==> src/rtl/serial_magnitude_comparator_pkg.sv <==
// Shared types for the serial magnitude comparator: FSM state encoding and
// a sizing helper for the slice index register.
package serial_magnitude_comparator_pkg;

    typedef enum logic {
        IDLE = 1'b0,
        BUSY = 1'b1
    } state_t;

    // Index register width; a single-slice configuration still needs one bit.
    function automatic int idx_w(input int ndig);
        return (ndig > 1) ? $clog2(ndig) : 1;
    endfunction

endpackage

==> src/rtl/digit_comparator.sv <==
// Combinational compare of one DIGIT-bit slice; unsigned, lt is implied by !eq && !gt.
module digit_comparator #(
    parameter int DIGIT = 1
) (
    input  logic [DIGIT-1:0] a,
    input  logic [DIGIT-1:0] b,
    output logic             eq,
    output logic             gt
);

    assign eq = (a == b);
    assign gt = (a > b);

endmodule

==> src/rtl/serial_magnitude_comparator.sv <==
// Multi-cycle magnitude comparator: walks the operands DIGIT bits at a time from
// the MSB slice and stops at the first slice that differs.
module serial_magnitude_comparator
    import serial_magnitude_comparator_pkg::*;
#(
    parameter int WIDTH  = 8,
    parameter int DIGIT  = 1,
    parameter int SIGNED = 0
) (
    input  logic             clk,
    input  logic             reset_n,
    input  logic             start,
    input  logic [WIDTH-1:0] a,
    input  logic [WIDTH-1:0] b,
    output logic             busy,
    output logic             done,
    output logic             eq,
    output logic             gt,
    output logic             lt
);

    localparam int NDIG = WIDTH / DIGIT;
    localparam int IW   = idx_w(NDIG);
    // Flipping the sign bit maps two's-complement order onto unsigned order.
    localparam logic [WIDTH-1:0] SIGN_FLIP =
        (SIGNED != 0) ? {1'b1, {(WIDTH-1){1'b0}}} : '0;

    if (WIDTH < 2 || WIDTH > 32) begin : g_bad_width
        $error("serial_magnitude_comparator: WIDTH must be 2..32");
    end
    if (DIGIT < 1 || (WIDTH % DIGIT) != 0) begin : g_bad_digit
        $error("serial_magnitude_comparator: WIDTH must be a multiple of DIGIT");
    end

    state_t            state, state_nxt;
    logic [IW-1:0]     idx, idx_nxt;
    logic [WIDTH-1:0]  a_q, b_q, a_nxt, b_nxt;
    logic              busy_nxt, done_nxt, eq_nxt, gt_nxt, lt_nxt;

    logic [NDIG-1:0][DIGIT-1:0] a_dv, b_dv;
    logic                       dig_eq, dig_gt;

    assign a_dv = a_q;
    assign b_dv = b_q;

    digit_comparator #(.DIGIT(DIGIT)) u_digit (
        .a  (a_dv[idx]),
        .b  (b_dv[idx]),
        .eq (dig_eq),
        .gt (dig_gt)
    );

    always_comb begin
        state_nxt = state;
        idx_nxt   = idx;
        a_nxt     = a_q;
        b_nxt     = b_q;
        busy_nxt  = 1'b0;
        done_nxt  = 1'b0;
        eq_nxt    = eq;
        gt_nxt    = gt;
        lt_nxt    = lt;
        case (state)
            IDLE: begin
                if (start) begin
                    a_nxt     = a ^ SIGN_FLIP;
                    b_nxt     = b ^ SIGN_FLIP;
                    idx_nxt   = IW'(NDIG - 1);
                    eq_nxt    = 1'b0;
                    gt_nxt    = 1'b0;
                    lt_nxt    = 1'b0;
                    state_nxt = BUSY;
                end
            end
            BUSY: begin
                if (!dig_eq) begin
                    gt_nxt    = dig_gt;
                    lt_nxt    = !dig_gt;
                    done_nxt  = 1'b1;
                    state_nxt = IDLE;
                end else if (idx == '0) begin
                    eq_nxt    = 1'b1;
                    done_nxt  = 1'b1;
                    state_nxt = IDLE;
                end else begin
                    // busy only rises for cycles that will examine another slice
                    idx_nxt  = idx - 1'b1;
                    busy_nxt = 1'b1;
                end
            end
            default: state_nxt = IDLE;
        endcase
    end

    always_ff @(posedge clk or negedge reset_n) begin
        if (!reset_n) state <= IDLE;
        else          state <= state_nxt;
    end

    always_ff @(posedge clk or negedge reset_n) begin
        if (!reset_n) begin
            idx  <= '0;
            a_q  <= '0;
            b_q  <= '0;
            busy <= 1'b0;
            done <= 1'b0;
            eq   <= 1'b0;
            gt   <= 1'b0;
            lt   <= 1'b0;
        end else begin
            idx  <= idx_nxt;
            a_q  <= a_nxt;
            b_q  <= b_nxt;
            busy <= busy_nxt;
            done <= done_nxt;
            eq   <= eq_nxt;
            gt   <= gt_nxt;
            lt   <= lt_nxt;
        end
    end

endmodule

==> config.mk <==
export PLATFORM = sky130hd
export DESIGN_NAME = serial_magnitude_comparator
export DESIGN_NICKNAME = d
export VERILOG_FILES = /design/src/rtl/serial_magnitude_comparator_pkg.sv /design/src/rtl/digit_comparator.sv /design/src/rtl/serial_magnitude_comparator.sv
export SDC_FILE = /design/constraint.sdc
export NUM_CORES = 1
export LEC_CHECK = 0
export CAP_MARGIN = 10
export CORE_ASPECT_RATIO = 1.5
export CORE_MARGIN = 4
export CORE_UTILIZATION = 53
export DETAILED_ROUTE_END_ITERATION = 16
export GPL_TIMING_DRIVEN = 0
export PLACE_DENSITY = 0.87
export SLEW_MARGIN = 20
export SYNTH_ARGS = -nofsm -noshare
export SYNTH_HDL_FRONTEND = slang
export SYNTH_SLANG_ARGS = --single-unit
==> constraint.sdc <==
create_clock -name clk -period 5 [get_ports clk]
set_clock_uncertainty 0.15 [all_clocks]
set_input_delay 1 -clock clk [delete_from_list [all_inputs] [get_ports clk]]
set_output_delay 1 -clock clk [all_outputs]
set_load 0.01 [all_outputs]
==> summary.txt, run 1 <==
Placed design
  • Placed wire-length estimate: 1.59 mm
  • Final estimated routing congestion in global placement: approximately 0.76
  • Number of I/O port buffers: 23

Clock network
  • Count of clock tree sinks: 25
  • Buffer count from post-CTS setup fixing: 0
  • Post-cts gate resize count: 0
  • Buffer type at the clock tree root: clkbuf_4
  • Bufs on Longest Clock Path: 2
  • Clock tree from TritonCTS: built
  • Clock Pin Slew Worst Setup and Hold Paths: 130 ps
  • Hold-fix buffer count after cts: 0
  • H-Tree Level Count: 1
  • Worst skew pair latency: 320 ps
  • Inserted Clock Buffers: 3

Setup path
  • Crit-path leading delay family: buffers and inverters
  • Path type of the worst setup path: flop to output pin
  • Arrival time worst endpoint: 1250 ps
  • Startpoint of the worst register-to-register path: idx[0]
  • Critical Path Start: eq
  • Cells along the critical path: clkdlybuf4s50_1
  • Cell with the largest stage delay on the worst path: clkdlybuf4s50_1
  • Buffers plus inverters on the worst setup path: 1
  • Type of element capturing the critical path: output pin
  • Sort of element at the start of the critical path: flop
  • Count of cell instances traversed by the critical path: 1
  • Required time at the endpoint of the critical path: 3850 ps
  • Count of cells along the worst register-to-register path: 7
  • Highest cell delay on the worst timing path: 540 ps
  • Biggest fanout along the worst timing path: 3

Die
  • Die area: 0.00297 mm^2
  • Num ports: 24
  • Height of the die: 64.8 um
  • Starting density of the core: 0.562
  • Area of the placeable core: slightly above 0.002 mm^2
  • Number of placement rows: 20
  • Die X-Extent: 45.8 um

Routing
  • Number of DRC markers in iteration 0: 20
  • Post-detailed-route via-to-cell ratio: 5.57
  • Count of vias placed by the detailed router: 724
  • Final routed DRC violation total: 0
  • Number of routed nets with antenna violations: 0
  • Wire length per cell: 15.9 um
  • Detailed-router iteration count before antenna repair: 4
  • Final WL: 2.06 mm

Synth
  • Per-instance average area after synthesis: 14.1 um^2
  • Post-synth net total: 103
  • Proportion of netlist area held by the largest area contributor: 0.549
  • Most numerous cell in the Yosys netlist: dfrtp_1
  • Leading area contributor after synthesis: dfrtp_1
  • Register bit count reported by yosys: 25
  • Flip-flop cell with the highest count after synthesis: dfrtp_1
  • Top cells by area, synth: dfrtp_1 55%, mux2_2 17%, mux4_1 4.6%
  • Warnings from Yosys: 0
  • Leading cell types by count after synthesis: 25 x dfrtp_1, 17 x mux2_2, 4 x inv_1, 4 x nand2_1, 4 x nor2_1
  • Count of flip-flops with a built-in enable after synthesis: 0
  • Gate count after technology mapping: 81
  • Sequential cell area fraction in the yosys report: 0.549
  • Library cells used by synthesis: 23
  • Area of the mapped netlist: roughly 0.0011 mm^2
  • Async S/R FF share, synth: 1.00

Power and ir drop
  • Total leakage power: 0.631 nW
  • Total power density per cell area: between 600 and 700 mW/mm^2
  • Total Power Consumption: about 0.86 mW
  • Largest vdd supply drop: 332 uV

Timing
  • Final setup vio count: 0
  • Final min period: 2400 ps
  • Fin Hold WS: 373 ps
  • Ratio of final minimum period to clock period: 0.481
  • Transition time at the pin with the least slew margin: 562 ps
  • Max-Slew Margin vs Limit: 0.625
  • Maximum operating frequency: 416 MHz
  • Unrepaired setup endpoints after global routing: no
  • Total count of max-transition violations in the final report: 0
  • Setup total negative slack: 0 ps
  • Final Hold Viols: 0

GRT
  • Number of global-route vias before repair: 779
  • Global route overflow: 0
  • Largest net degree at the start of global routing: 26
  • Number of antenna violations at the first check in global routing: 0
  • Wire length of the first global-routing pass: 3.52 mm
  • Combined global-route utilization of all metal layers: 0.162

Finish
  • Area overhead of the layout relative to synthesis: 24.5%
  • Diodes inserted: 0
  • Number of fill cells: about 140
  • Layout cell share with drive strength beyond 1: 0.250
  • Nets: ~130
  • Share of the core filled with cells in the final layout: 0.699

Flow run
  • Max-cap viol count: 0

Status
  • Status: finished, final reports clean

Min path
  • Hold wc startpoint: a_dv[4]
  • Depth of the worst hold-timing path: 1
  • Hold/Removal Path Class: flop to flop
-- state kept, by name (all words and copies together), names as in the netlist --
name and cells:
busy 1, a_dv 8, state 1, lt 1, eq 1, idx 3, b_dv 8, gt 1
done 1
-- path summary, 6_finish.rpt --
check / endpoint / slack [ps]
worst max-delay path: eq / 2600
worst min-delay path: a_dv[4] / 370
worst max register to register: gt / 2600
worst min register to register: a_dv[4] / 370
max in group asynchronous: b_dv[4] / 3830
min in group asynchronous: busy / 500
-- stage by stage --
step                instance area (um^2)  setup WS (ps)  cells
finish                              1420           2600    130
global route                        1420           2480    130
CTS                                 1420           2580    130
detailed placement                  1400           2440    126
global placement                    1400           2460    126
floorplan                           1140           2780     81
-- layout make-up --
type	instances	area (um^2)	area share
Timing Repair Buffer	23	225	0.159
Inverter	4	15.0	0.0106
Clock buffer	4	26.3	0.0185
Buffer	4	26.3	0.0185
Tap cell	22	27.5	0.0194
Multi-Input combinational cell	48	472	0.333
Sequential cell	25	626	0.441
-- logic make-up after synthesis --
logic type                 Yosys count  synth area share
buffers and inverters                8            0.0363
AOI/OAI and AO/OA                    7            0.0440
muxes                               24             0.280
adders and majority gates            3            0.0330
DFF                                 25             0.549
and+or+nand+nor                     14            0.0571
-- power by group --
group | switching (mW) | internal, mW
combinational | 0.173 | 0.245
sequential | 0.0564 | 0.297
clock | 0.0587 | 0.0312
total | 0.288 | 0.573
-- cells in the final DEF (no fill, tap or decap), drive strengths merged --
master,netlist,layout
nand2,4,4
a22o,2,2
a21boi,1,1
nor2,4,4
ha,3,3
a21oi,1,1
mux2,17,17
clkbuf,0,4
buf,4,5
o21ai,1,1
nand3,1,1
and3,1,1
or2,1,1
nand2b,1,1
inv,4,4
a211o,1,1
a31oi,1,1
mux4,4,4
clkdlybuf4s50,0,22
dfrtp,25,25
mux2i,3,3
nor2b,1,1
nor3,1,1
-- per-layer routing --
metal,track usage,routed length (um),vias up,share of wire
met5,0,0,-,0
met4,0.0641,34,0,0.016
li1,-,-,340,-
met2,0.281,1150,21,0.56
met3,0.0194,104,4,0.050
met1,0.193,771,359,0.37
No activity file was read; power rests on OpenSTA's default activity.
==> run 2: changes to the inputs <==
--- a/config.mk
+++ b/config.mk
@@ -8,10 +8,10 @@
 export CAP_MARGIN = 10
 export CORE_ASPECT_RATIO = 1.5
 export CORE_MARGIN = 4
-export CORE_UTILIZATION = 53
+export CORE_UTILIZATION = 44
 export DETAILED_ROUTE_END_ITERATION = 16
 export GPL_TIMING_DRIVEN = 0
-export PLACE_DENSITY = 0.87
+export PLACE_DENSITY = 0.77
 export SLEW_MARGIN = 20
 export SYNTH_ARGS = -nofsm -noshare
 export SYNTH_HDL_FRONTEND = slang
==> constraint.sdc (replaced) <==
create_clock -name clk -period 2.02 [get_ports clk]
set_clock_uncertainty 0.15 [all_clocks]
set_input_delay 0.404 -clock clk [delete_from_list [all_inputs] [get_ports clk]]
set_output_delay 0.404 -clock clk [all_outputs]
set_load 0.01 [all_outputs]
==> run 2 against run 1 <==
  * The flow now finishes with violations (setup timing)
  * Die area increased by 17%
  * Sequential share of layout area decreased by 1.5 points
  * Routed wire length decreased by 12%
  * Count of clock-buffer cells in the layout unchanged
  * Largest cell class unchanged
==> summary.txt, run 2 (same netlist as run 1, synthesis figures left out) <==
Clock network
  • Bufs on Longest Clock Path: 2 (unchanged)
  • Clock tree from TritonCTS: built
  • Clock Pin Slew Worst Setup and Hold Paths: 130 ps (about the same)
  • Worst skew pair latency: 310 ps (about the same)
  • H-Tree Level Count: 1 (unchanged)
  • Buffer type at the clock tree root: clkbuf_4
  • Count of clock tree sinks: 25 (unchanged)
  • Inserted Clock Buffers: 3 (unchanged)

Power and ir drop
  • NetSw: 0.753 mW (+160%)
  • Total leakage power: 0.630 nW (about the same)
  • Total Power Consumption: 2.31 mW (+170%)
  • Clock share of power: 0.094 (-0.010)
  • Switching share of total power: 0.326 (-0.00853)
  • Largest vdd supply drop: 1030 uV (+210%)
  • Internal power: 1.56 mW (+170%)
  • Total power density per cell area: 1580 mW/mm^2 (+160%)
  • Part of the power in registers: 0.377 (-0.033)
  • Combinational power share: 0.529 (+0.044)

Routing
  • Post-detailed-route via-to-cell ratio: 5.36 (-3.7%)
  • Wire length per cell: 13.7 um (-14%)
  • Number of DRC markers in iteration 0: 16 (-20%)
  • Final routed DRC violation total: 0 (unchanged)
  • Number of routed nets with antenna violations: 0 (unchanged)
  • Count of vias placed by the detailed router: 713 (-1.5%)
  • Final WL: 1.82 mm (-12%)
  • Detailed-router iteration count before antenna repair: 4 (unchanged)

Die
  • Die X-Extent: 49.5 um (+8.0%)
  • Height of the die: 70.3 um (+8.5%)
  • Die area: 0.00348 mm^2 (+17%)
  • Number of placement rows: 22 (+10%)
  • Starting density of the core: 0.465 (-0.0970)
  • Area of the placeable core: 0.00245 mm^2 (+21%)
  • Num ports: 24 (unchanged)

Setup path
  • Arrival time worst endpoint: 2230 ps (+980 ps)
  • Cell with the largest stage delay on the worst path: mux4_2
  • Crit-path leading delay family: multiplexers
  • Buffers plus inverters on the worst setup path: 1 (unchanged)
  • Biggest fanout along the worst timing path: 7 (+4)
  • Critical Path Start: idx[0]
  • Worst-case register-to-register setup slack: -150 ps (-2740 ps)
  • Path type of the worst setup path: flop to flop
  • Most frequent CP cell: nand2_2
  • Sort of element at the start of the critical path: flop
  • Cells along the critical path: buf_6, mux4_2, nand2_2, nand2_2, ha_4, mux2_4, a22o_1
  • Startpoint of the worst register-to-register path: idx[0]
  • Type of element capturing the critical path: flop
  • Required time at the endpoint of the critical path: 2080 ps (-1770 ps)
  • Highest cell delay on the worst timing path: 510 ps (-30 ps)

GRT
  • GR peak layer: met2
  • Met3 usage in global routing: 0.0299 (+0.0104)
  • Combined global-route utilization of all metal layers: 0.113 (-0.0491)
  • Global route overflow: 0 (unchanged)
  • Wire length of the first global-routing pass: 3.07 mm (-13%)
  • Routing usage on met2: 0.191 (-0.0896)
  • Largest net degree at the start of global routing: 26 (unchanged)
  • Met1 Usage GRT: 0.131 (-0.0611)
  • Number of global-route vias before repair: 712 (-8.6%)
  • Number of antenna violations at the first check in global routing: 0 (unchanged)

Min path
  • Hold/Removal Path Class: flop to flop
  • Hold wc startpoint: b_dv[6]

Timing
  • Transition time at the pin with the least slew margin: 538 ps (-23.8 ps)
  • Max-Slew Margin vs Limit: 0.641 (+0.0159)
  • Final setup vio count: 6 (+6)
  • Total count of max-transition violations in the final report: 0 (unchanged)
  • Ratio of final minimum period to clock period: 1.07
  • Final Worst Setup Slack: -147 ps (-2740 ps)
  • Maximum operating frequency: 462 MHz
  • Unrepaired setup endpoints after global routing: yes
  • Final min period: 2170 ps
  • Final Hold Viols: 0 (unchanged)

Finish
  • Layout cell share with drive strength beyond 1: 0.321 (+0.0711)
  • Nets: 132 (+0.76%)
  • Final Non-Filler Cells: 133 (+2.3%)
  • Area overhead of the layout relative to synthesis: 28.8%
  • Commonest cells after routing, fill and taps aside: 25 x dfrtp_1, 22 x clkdlybuf4s50_1, 16 x mux2_2
  • Most common cell after layout, fill and taps aside: dfrtp_1
  • Diodes inserted: 0 (unchanged)
  • Number of fill cells: 204 (+50%)

Placed design
  • Final estimated routing congestion in global placement: 0.767 (+0.89%)
  • Number of I/O port buffers: 23 (unchanged)
  • Placed wire-length estimate: 1.36 mm (-14%)
  • Number of instances in the placed design: 128 (+1.6%)

Flow run
  • Max-cap viol count: 0 (unchanged)

Status
  • Status: finished with violations
  • Violated checks: setup timing
[run 2: routing by layer]
layer	up-vias	share of wire
met5	-	0
met4	0	0.0093
met3	2	0.043
met2	14	0.51
met1	352	0.44
li1	345	-
[run 2: power groups by stage]
stage               Clock, mW  Combinational, mW  Sequential [mW]
CTS                     0.223               1.21            0.872
detailed placement          0               1.13            0.885
global placement            0               1.10            0.876
global route            0.245               1.34            0.900
finish                  0.217               1.22            0.872
floorplan                   0              0.889            0.858
[run 2: metrics by stage]
stage	worst slack, ps	area, um^2	hold WS (ps)	TNS [ps]	utilization
CTS	-149	1460	371	-517	0.594
floorplan	-114	1150	-41.6	-292	-
detailed placement	-201	1410	341	-825	0.575
global placement	-186	1410	336	-704	0.575
global route	-202	1470	385	-832	0.599
finish	-147	1470	366	-370	0.599
[run 2: what timing repair did]
action                                  4_1_cts  5_1_grt
gates resized for setup                       5        2
endpoints found under the hold margin         0       25
buffers inserted                              1        0
hold buffers                                  0        1
pin swaps                                     3        1
endpoints found under the setup margin        7        6
[run 2: cell type report]
cell class              count  area (um^2)  area share
plain buffers               3         21.3      0.0145
clock buffers               4         26.3      0.0179
inverters                   4         15.0      0.0102
multi-input cells          48          505       0.345
flip-flops and latches     25          626       0.427
well taps                  24         30.0      0.0205
repair buffers             25          243       0.166
[run 2: final timing paths]
| path | end | cells past startpoint |
|---|---|---|
| worst max register to register | gt | 7 |
| max in group asynchronous | b_dv[5] | 2 |
| worst min-delay path | b_dv[6] | 1 |
| min in group asynchronous | busy | 2 |
| worst max-delay path | gt | 7 |
| worst min register to register | b_dv[6] | 1 |
